**config.mk**
```make
export PLATFORM = sky130hd
export DESIGN_NAME = fpnew_issue_seq
export DESIGN_NICKNAME = d
export VERILOG_FILES = /design/src/rtl/fpnew_pkg.sv /design/src/rtl/fpnew_issue_rob.sv /design/src/rtl/fpnew_issue_seq.sv
export SDC_FILE = /design/constraint.sdc
export NUM_CORES = 1
export LEC_CHECK = 0
export BUFFER_PORTS_ARGS = -buffer_cell sky130_fd_sc_hd__buf_2
export CORE_AREA = 2 2 127 129
export CTS_CLUSTER_DIAMETER = 120
export CTS_CLUSTER_SIZE = 40
export DETAILED_ROUTE_END_ITERATION = 16
export DIE_AREA = 0 0 129 131
export PLACE_DENSITY = 0.63
export SLEW_MARGIN = 15
export SYNTH_ARGS = -nofsm -noshare
export SYNTH_HDL_FRONTEND = slang
export SYNTH_SLANG_ARGS = --single-unit
```
**constraint.sdc**
```tcl
create_clock -name clk_i -period 4 [get_ports clk_i]
set_input_delay 0.4 -clock clk_i [delete_from_list [all_inputs] [get_ports clk_i]]
set_output_delay 0.4 -clock clk_i [all_outputs]
set_load 0.02 [all_outputs]
```
**src/rtl/fpnew_pkg.sv**
```systemverilog
// Shared FPU types plus the reorder-buffer entry used by the core-side issue sequencer.
package fpnew_pkg;

   localparam int unsigned ROB_RESULT_WIDTH = 32;
   localparam int unsigned ROB_RD_WIDTH     = 5;

   typedef enum logic [2:0] {
      RNE = 3'b000,
      RTZ = 3'b001,
      RDN = 3'b010,
      RUP = 3'b011,
      RMM = 3'b100,
      ROD = 3'b101,
      DYN = 3'b111
   } roundmode_e;

   typedef enum logic [3:0] {
      FMADD, FNMSUB, ADD, MUL, DIV, SQRT, SGNJ, MINMAX,
      CMP, CLASSIFY, F2F, F2I, I2F, CPKAB, CPKCD
   } operation_e;

   typedef enum logic [2:0] {
      FP32    = 3'd0,
      FP64    = 3'd1,
      FP16    = 3'd2,
      FP8     = 3'd3,
      FP16ALT = 3'd4
   } fp_format_e;

   typedef enum logic [1:0] {
      INT8, INT16, INT32, INT64
   } int_format_e;

   typedef struct packed {
      logic NV;
      logic DZ;
      logic OF;
      logic UF;
      logic NX;
   } status_t;

   typedef struct packed {
      logic [ROB_RESULT_WIDTH-1:0] result;
      status_t                     status;
      logic [ROB_RD_WIDTH-1:0]     rd;
   } rob_entry_t;

   function automatic status_t or_status(input status_t a, input status_t b);
      return status_t'(5'(a) | 5'(b));
   endfunction

endpackage

```
**src/rtl/fpnew_issue_rob.sv**
```systemverilog
// Reorder buffer: allocated at issue, written by returning tag, read and retired at the head.
module fpnew_issue_rob
   import fpnew_pkg::*;
#(
   parameter int unsigned TAG_WIDTH = 1,
   parameter int unsigned WIDTH     = 32,
   parameter int unsigned RD_WIDTH  = 5
) (
   input  logic                 clk_i,
   input  logic                 rst_ni,
   input  logic                 clear_i,
   input  logic                 alloc_i,
   input  logic [TAG_WIDTH-1:0] alloc_tag_i,
   input  logic [RD_WIDTH-1:0]  alloc_rd_i,
   input  logic                 wr_i,
   input  logic [TAG_WIDTH-1:0] wr_tag_i,
   input  logic [WIDTH-1:0]     wr_result_i,
   input  status_t              wr_status_i,
   input  logic                 retire_i,
   input  logic [TAG_WIDTH-1:0] head_tag_i,
   output logic                 wr_ok_o,
   output logic                 head_done_o,
   output logic [WIDTH-1:0]     head_result_o,
   output status_t              head_status_o,
   output logic [RD_WIDTH-1:0]  head_rd_o
);

   localparam int unsigned DEPTH = 2 ** TAG_WIDTH;

   logic [DEPTH-1:0] r_alloc;
   logic [DEPTH-1:0] r_done;
   logic [DEPTH-1:0] w_alloc_nxt;
   logic [DEPTH-1:0] w_done_nxt;
   rob_entry_t       r_entry [DEPTH];

   // A result is only legal for an allocated entry that has not completed yet
   assign wr_ok_o = r_alloc[wr_tag_i] & ~r_done[wr_tag_i];

   assign head_done_o   = r_done[head_tag_i];
   assign head_result_o = WIDTH'(r_entry[head_tag_i].result);
   assign head_status_o = r_entry[head_tag_i].status;
   assign head_rd_o     = RD_WIDTH'(r_entry[head_tag_i].rd);

   always_comb begin
      w_alloc_nxt = r_alloc;
      w_done_nxt  = r_done;
      if (retire_i) begin
         w_alloc_nxt[head_tag_i] = 1'b0;
         w_done_nxt[head_tag_i]  = 1'b0;
      end
      if (alloc_i) begin
         w_alloc_nxt[alloc_tag_i] = 1'b1;
      end
      if (wr_i) begin
         w_done_nxt[wr_tag_i] = 1'b1;
      end
   end

   always_ff @(posedge clk_i) begin
      if (!rst_ni || clear_i) begin
         r_alloc <= '0;
         r_done  <= '0;
      end else begin
         r_alloc <= w_alloc_nxt;
         r_done  <= w_done_nxt;
      end
   end

   // Payload needs no reset: it is only observed through the done bits
   always_ff @(posedge clk_i) begin
      if (alloc_i) begin
         r_entry[alloc_tag_i].rd <= ROB_RD_WIDTH'(alloc_rd_i);
      end
      if (wr_i) begin
         r_entry[wr_tag_i].result <= ROB_RESULT_WIDTH'(wr_result_i);
         r_entry[wr_tag_i].status <= wr_status_i;
      end
   end

endmodule

```
**src/rtl/fpnew_issue_seq.sv**
```systemverilog
// Core-side FPU initiator: tags issued ops, reorders out-of-order results, retires in issue order.
module fpnew_issue_seq
   import fpnew_pkg::*;
#(
   parameter int unsigned WIDTH     = 32,
   parameter int unsigned TAG_WIDTH = 1,
   parameter int unsigned RD_WIDTH  = 5
) (
   input  logic                   clk_i,
   input  logic                   rst_ni,
   input  logic                   req_valid_i,
   output logic                   req_ready_o,
   input  logic [3*WIDTH-1:0]     req_operands_i,
   input  roundmode_e             req_rnd_mode_i,
   input  operation_e             req_op_i,
   input  logic                   req_op_mod_i,
   input  logic                   req_vectorial_op_i,
   input  fp_format_e             req_src_fmt_i,
   input  fp_format_e             req_dst_fmt_i,
   input  int_format_e            req_int_fmt_i,
   input  logic [RD_WIDTH-1:0]    req_rd_i,
   output logic [3*WIDTH-1:0]     fpu_operands_o,
   output roundmode_e             fpu_rnd_mode_o,
   output operation_e             fpu_op_o,
   output logic                   fpu_op_mod_o,
   output logic                   fpu_vectorial_op_o,
   output fp_format_e             fpu_src_fmt_o,
   output fp_format_e             fpu_dst_fmt_o,
   output int_format_e            fpu_int_fmt_o,
   output logic [TAG_WIDTH-1:0]   fpu_tag_o,
   output logic                   fpu_in_valid_o,
   input  logic                   fpu_in_ready_i,
   output logic                   fpu_flush_o,
   input  logic                   fpu_out_valid_i,
   output logic                   fpu_out_ready_o,
   input  logic [WIDTH-1:0]       fpu_result_i,
   input  status_t                fpu_status_i,
   input  logic [TAG_WIDTH-1:0]   fpu_tag_i,
   output logic                   rsp_valid_o,
   input  logic                   rsp_ready_i,
   output logic [WIDTH-1:0]       rsp_result_o,
   output status_t                rsp_status_o,
   output logic [RD_WIDTH-1:0]    rsp_rd_o,
   input  logic                   flush_i,
   input  logic                   fflags_clr_i,
   output status_t                fflags_o,
   output logic                   busy_o,
   output logic                   protocol_err_o
);

   localparam int unsigned DEPTH     = 2 ** TAG_WIDTH;
   localparam int unsigned CNT_WIDTH = TAG_WIDTH + 1;

   logic [TAG_WIDTH-1:0] r_wr_ptr;
   logic [TAG_WIDTH-1:0] r_rd_ptr;
   logic [CNT_WIDTH-1:0] r_count;
   logic [CNT_WIDTH-1:0] w_count_nxt;
   status_t              r_fflags;
   logic                 r_protocol_err;

   logic    w_full;
   logic    w_issue;
   logic    w_retire;
   logic    w_result_ok;
   logic    w_result_err;
   logic    w_wr_ok;
   logic    w_head_done;
   status_t w_head_status;

   assign fpu_operands_o     = req_operands_i;
   assign fpu_rnd_mode_o     = req_rnd_mode_i;
   assign fpu_op_o           = req_op_i;
   assign fpu_op_mod_o       = req_op_mod_i;
   assign fpu_vectorial_op_o = req_vectorial_op_i;
   assign fpu_src_fmt_o      = req_src_fmt_i;
   assign fpu_dst_fmt_o      = req_dst_fmt_i;
   assign fpu_int_fmt_o      = req_int_fmt_i;
   assign fpu_tag_o          = r_wr_ptr;
   assign fpu_flush_o        = flush_i;
   assign fpu_out_ready_o    = 1'b1;

   // Issue valid is built without fpu_in_ready_i so the FPU may derive ready from valid
   assign w_full         = (r_count == CNT_WIDTH'(DEPTH));
   assign fpu_in_valid_o = req_valid_i & ~w_full & ~flush_i;
   assign req_ready_o    = fpu_in_valid_o & fpu_in_ready_i;
   assign w_issue        = req_ready_o;

   assign w_result_ok  = fpu_out_valid_i & ~flush_i & w_wr_ok;
   assign w_result_err = fpu_out_valid_i & ~flush_i & ~w_wr_ok;

   assign rsp_valid_o  = w_head_done;
   assign rsp_status_o = w_head_status;
   assign w_retire     = w_head_done & rsp_ready_i & ~flush_i;

   assign fflags_o       = r_fflags;
   assign protocol_err_o = r_protocol_err;
   assign busy_o         = (r_count != '0);

   always_comb begin
      w_count_nxt = r_count;
      case ({w_issue, w_retire})
         2'b10:   w_count_nxt = r_count + CNT_WIDTH'(1);
         2'b01:   w_count_nxt = r_count - CNT_WIDTH'(1);
         default: w_count_nxt = r_count;
      endcase
   end

   always_ff @(posedge clk_i) begin
      if (!rst_ni) begin
         r_wr_ptr       <= '0;
         r_rd_ptr       <= '0;
         r_count        <= '0;
         r_fflags       <= '0;
         r_protocol_err <= 1'b0;
      end else begin
         if (flush_i) begin
            r_wr_ptr <= '0;
            r_rd_ptr <= '0;
            r_count  <= '0;
         end else begin
            if (w_issue) begin
               r_wr_ptr <= r_wr_ptr + TAG_WIDTH'(1);
            end
            if (w_retire) begin
               r_rd_ptr <= r_rd_ptr + TAG_WIDTH'(1);
            end
            r_count <= w_count_nxt;
         end
         // Clear wins over a same-cycle retire
         if (fflags_clr_i) begin
            r_fflags <= '0;
         end else if (w_retire) begin
            r_fflags <= or_status(r_fflags, w_head_status);
         end
         if (w_result_err) begin
            r_protocol_err <= 1'b1;
         end
      end
   end

   fpnew_issue_rob #(
      .TAG_WIDTH (TAG_WIDTH),
      .WIDTH     (WIDTH),
      .RD_WIDTH  (RD_WIDTH)
   ) u_rob (
      .clk_i         (clk_i),
      .rst_ni        (rst_ni),
      .clear_i       (flush_i),
      .alloc_i       (w_issue),
      .alloc_tag_i   (r_wr_ptr),
      .alloc_rd_i    (req_rd_i),
      .wr_i          (w_result_ok),
      .wr_tag_i      (fpu_tag_i),
      .wr_result_i   (fpu_result_i),
      .wr_status_i   (fpu_status_i),
      .retire_i      (w_retire),
      .head_tag_i    (r_rd_ptr),
      .wr_ok_o       (w_wr_ok),
      .head_done_o   (w_head_done),
      .head_result_o (rsp_result_o),
      .head_status_o (w_head_status),
      .head_rd_o     (rsp_rd_o)
   );

endmodule

```
==> reports/results.txt <==
Hold path depth = 1
Setup_tns = 0 ns
Crit-path cells = mux2_2 -> buf_2
Finished layout cell area = 4800 um2
Number of diodes = 0
Initial drt markers = 100
Post-synthesis cell area = 4560 um2
Gp weighted congestion = 0.696
Synth warn = 0
Flop pwr share = 0.521
Die Footprint = 16,900 um2
Finished Layout Cells = 536
Yosys top cell area share = 0.553
CP arrival = 2.03 ns
GRT Total Usage = 0.0976
Initial core utilization = 0.292
Vias in the first global route = 2,376
Rows = 46
Pwr Density = 448 nW/um2
Worst-path clk slew = 0.07 ns
Worst-path fanout max = 42
Max Cap Viol = 0
Share of layout cells above drive strength 1 = 0.534
Post-synthesis sequential area ratio = 0.619
# hold bufs at CTS = 0
Area growth, synth to finish = 5.32%
Die height = 131 um
Fin crit period = 2.43 ns
DP Area = 4460 um2
First-pass GRT wire length = 12,200 um
Cell count of the worst reg-to-reg path = 3
Largest net degree at the start of global routing = 43
Vias per cell = 4.21
Average wire per standard cell = 15.4 um
WL final = 8230 um
Nets = 479
I/O Buffers = 104
I/O Pins = 332
Clk buf depth = 2
WHS = 0.233 ns
Cts bufs inserted = 9
Sw frac = 0.204
Layout fillers = 1,574
Status = completed
CTS tree = yes
Slowest-stage cell, CP = dfxtp_2
Power share of the combinational group = 0.027
Fin crit share = 0.606
Synth unique cells = 29
Endpoints failing hold = 0
H-tree depth = 3
Most frequent cells in the layout = buf_2 (104), edfxtp_1 (84), mux2_2 (42)
Slew HR = 0.265
DP HPWL = 5730 um
Gr ovfl total = 0
Main area contributors after synthesis = edfxtp_1 (55%), buf_4 (19%), mux2_2 (10%)
Inst Count DP = 520
Setup violations, final = 0
Clock root cell = clkbuf_16
Core area = 15,600 um2
Crit path depth = 2
Worst VDD drop = 0.000217 V
Synthesis-stage register bit count = 99
Post-Syn Area per Cell = 14.2 um2
DRT antenna net count = 0
Post-cts sizing count = 0
Initial antenna violation count = 0
Worst Path Class, Setup = reg -> out
Worst setup SP type = flop
DR pass1 iterations = 4
Die X = 129 um
Crit-path max cell delay = 1.06 ns
Worst clock skew = 0.00787 ns
Crit. End Element = output port
RSZ-0062 raised after global routing = no
Worst path required time = 3.60 ns
Synth Instances = 321
Post-CTS setup buffer count = 0
Worst-margin pin slew = 1.10 ns
Latest clock arrival within the worst-skew pair = 0.35 ns
Switch Pwr = 439 uW
Overall power = 2150 uW
Syn Nets = 485
Clock Sinks = 99
Routed vias = 2,255
CP delay by family, top = flip-flops
Worst min path class = in -> reg
Worst path bufs/invs = 1
Clk pwr share = 0.452
P_leak = 0.00176 uW
# DRC = 0
Commonest non-fill, non-tap cell in the layout = buf_2
Slew Limit Fails = 0
Int Power = 1710 uW
Fmax = 0.412 GHz
Synth area leader = edfxtp_1
[final timing paths]
kind,endpoint,slack [ns],startpoint
min,u_rob.r_entry[0][15],0.23,fpu_result_i[5]
min reg2reg,protocol_err_o,0.47,protocol_err_o
max,rsp_result_o[10],1.57,flop
max reg2reg,fflags_o[2],2.20,flop
[layer usage]
metal	global-route usage	routed length [um]	part of all wire	vias to the layer above
li1	-	-	-	1002
met1	0.100	3210	0.39	1077
met2	0.157	3950	0.48	139
met3	0.0391	710	0.086	37
met4	0.0812	364	0.044	0
met5	0	0	0	-
[cell type report]
cell class,count,area [um2],share of cell area
multi-input combinational,96,821,0.171
sequential,99,2820,0.588
timing repair buffer,106,536,0.111
clock inverter,7,116,0.0242
tap,216,270,0.0563
inverter,3,11.3,0.00234
clock buffer,9,225,0.0469
[power groups by stage]
stage | Clock [uW] | Combinational [uW] | Sequential [uW]
CTS | 1010 | 59.5 | 1120
finish | 972 | 58.6 | 1120
global placement | 0 | 57.0 | 1150
floorplan | 0 | 186 | 1150
global route | 1040 | 64.9 | 1120
detailed placement | 0 | 59.4 | 1150
[flip-flops by register name, summed over array words and instances, names as in the netlist, named ones only]
name / cells
u_rob.r_alloc: 2
u_rob.r_done: 2
r_count: 2
fpu_tag_o: 1
r_rd_ptr: 1
fflags_o: 5
protocol_err_o: 1
u_rob.r_entry: 84
[cells by family (layout without fill, tap and decap cells)]
kind of cell	count (synthesis)	after routing	share of synthesized area
other	1	1	0.000822
muxes	44	44	0.110
buffers and inverters	126	125	0.202
and+or+nand+nor	35	35	0.0436
xor gates and xnor gates	1	1	0.00494
DFF	99	99	0.619
AOI/OAI and AO/OA	15	15	0.0192
[Yosys cell counts]
library cell and instances:
nor3b_1 3, buf_4 116, edfxtp_1 84, and3b_1 1, a21oi_1 10, nand4b_1 1
inv_1 3, xnor3_1 1, nor2_1 11, o22ai_2 1, and2_1 2, nand2_1 1
nand2b_1 9, nand3b_1 1, nor3_1 2, and4b_1 1, buf_2 5, clkbuf_1 1
o21a_1 1, a22oi_1 1, o21ai_0 2, nand3_1 1, buf_6 1, mux2_4 2
conb_1 1, mux2_2 42, nor2b_1 1, dfxtp_1 15, or2_2 1
[worst register-to-register path, delay by kind of cell (launching register included)]
kind / cells / cell delay (ns)
compound gates: 1 / 0.13
flops: 1 / 1.06
mux: 1 / 0.45
simple gates: 1 / 0.05
[through the flow]
step	util	worst slack, ns
6_report	0.308	1.57
4_1_cts	0.308	1.51
5_1_grt	0.308	1.43
3_3_place_gp	0.286	1.92
3_5_place_dp	0.286	1.91
2_1_floorplan	-	0.334
Note: power is estimated with default switching activity, not from simulation.
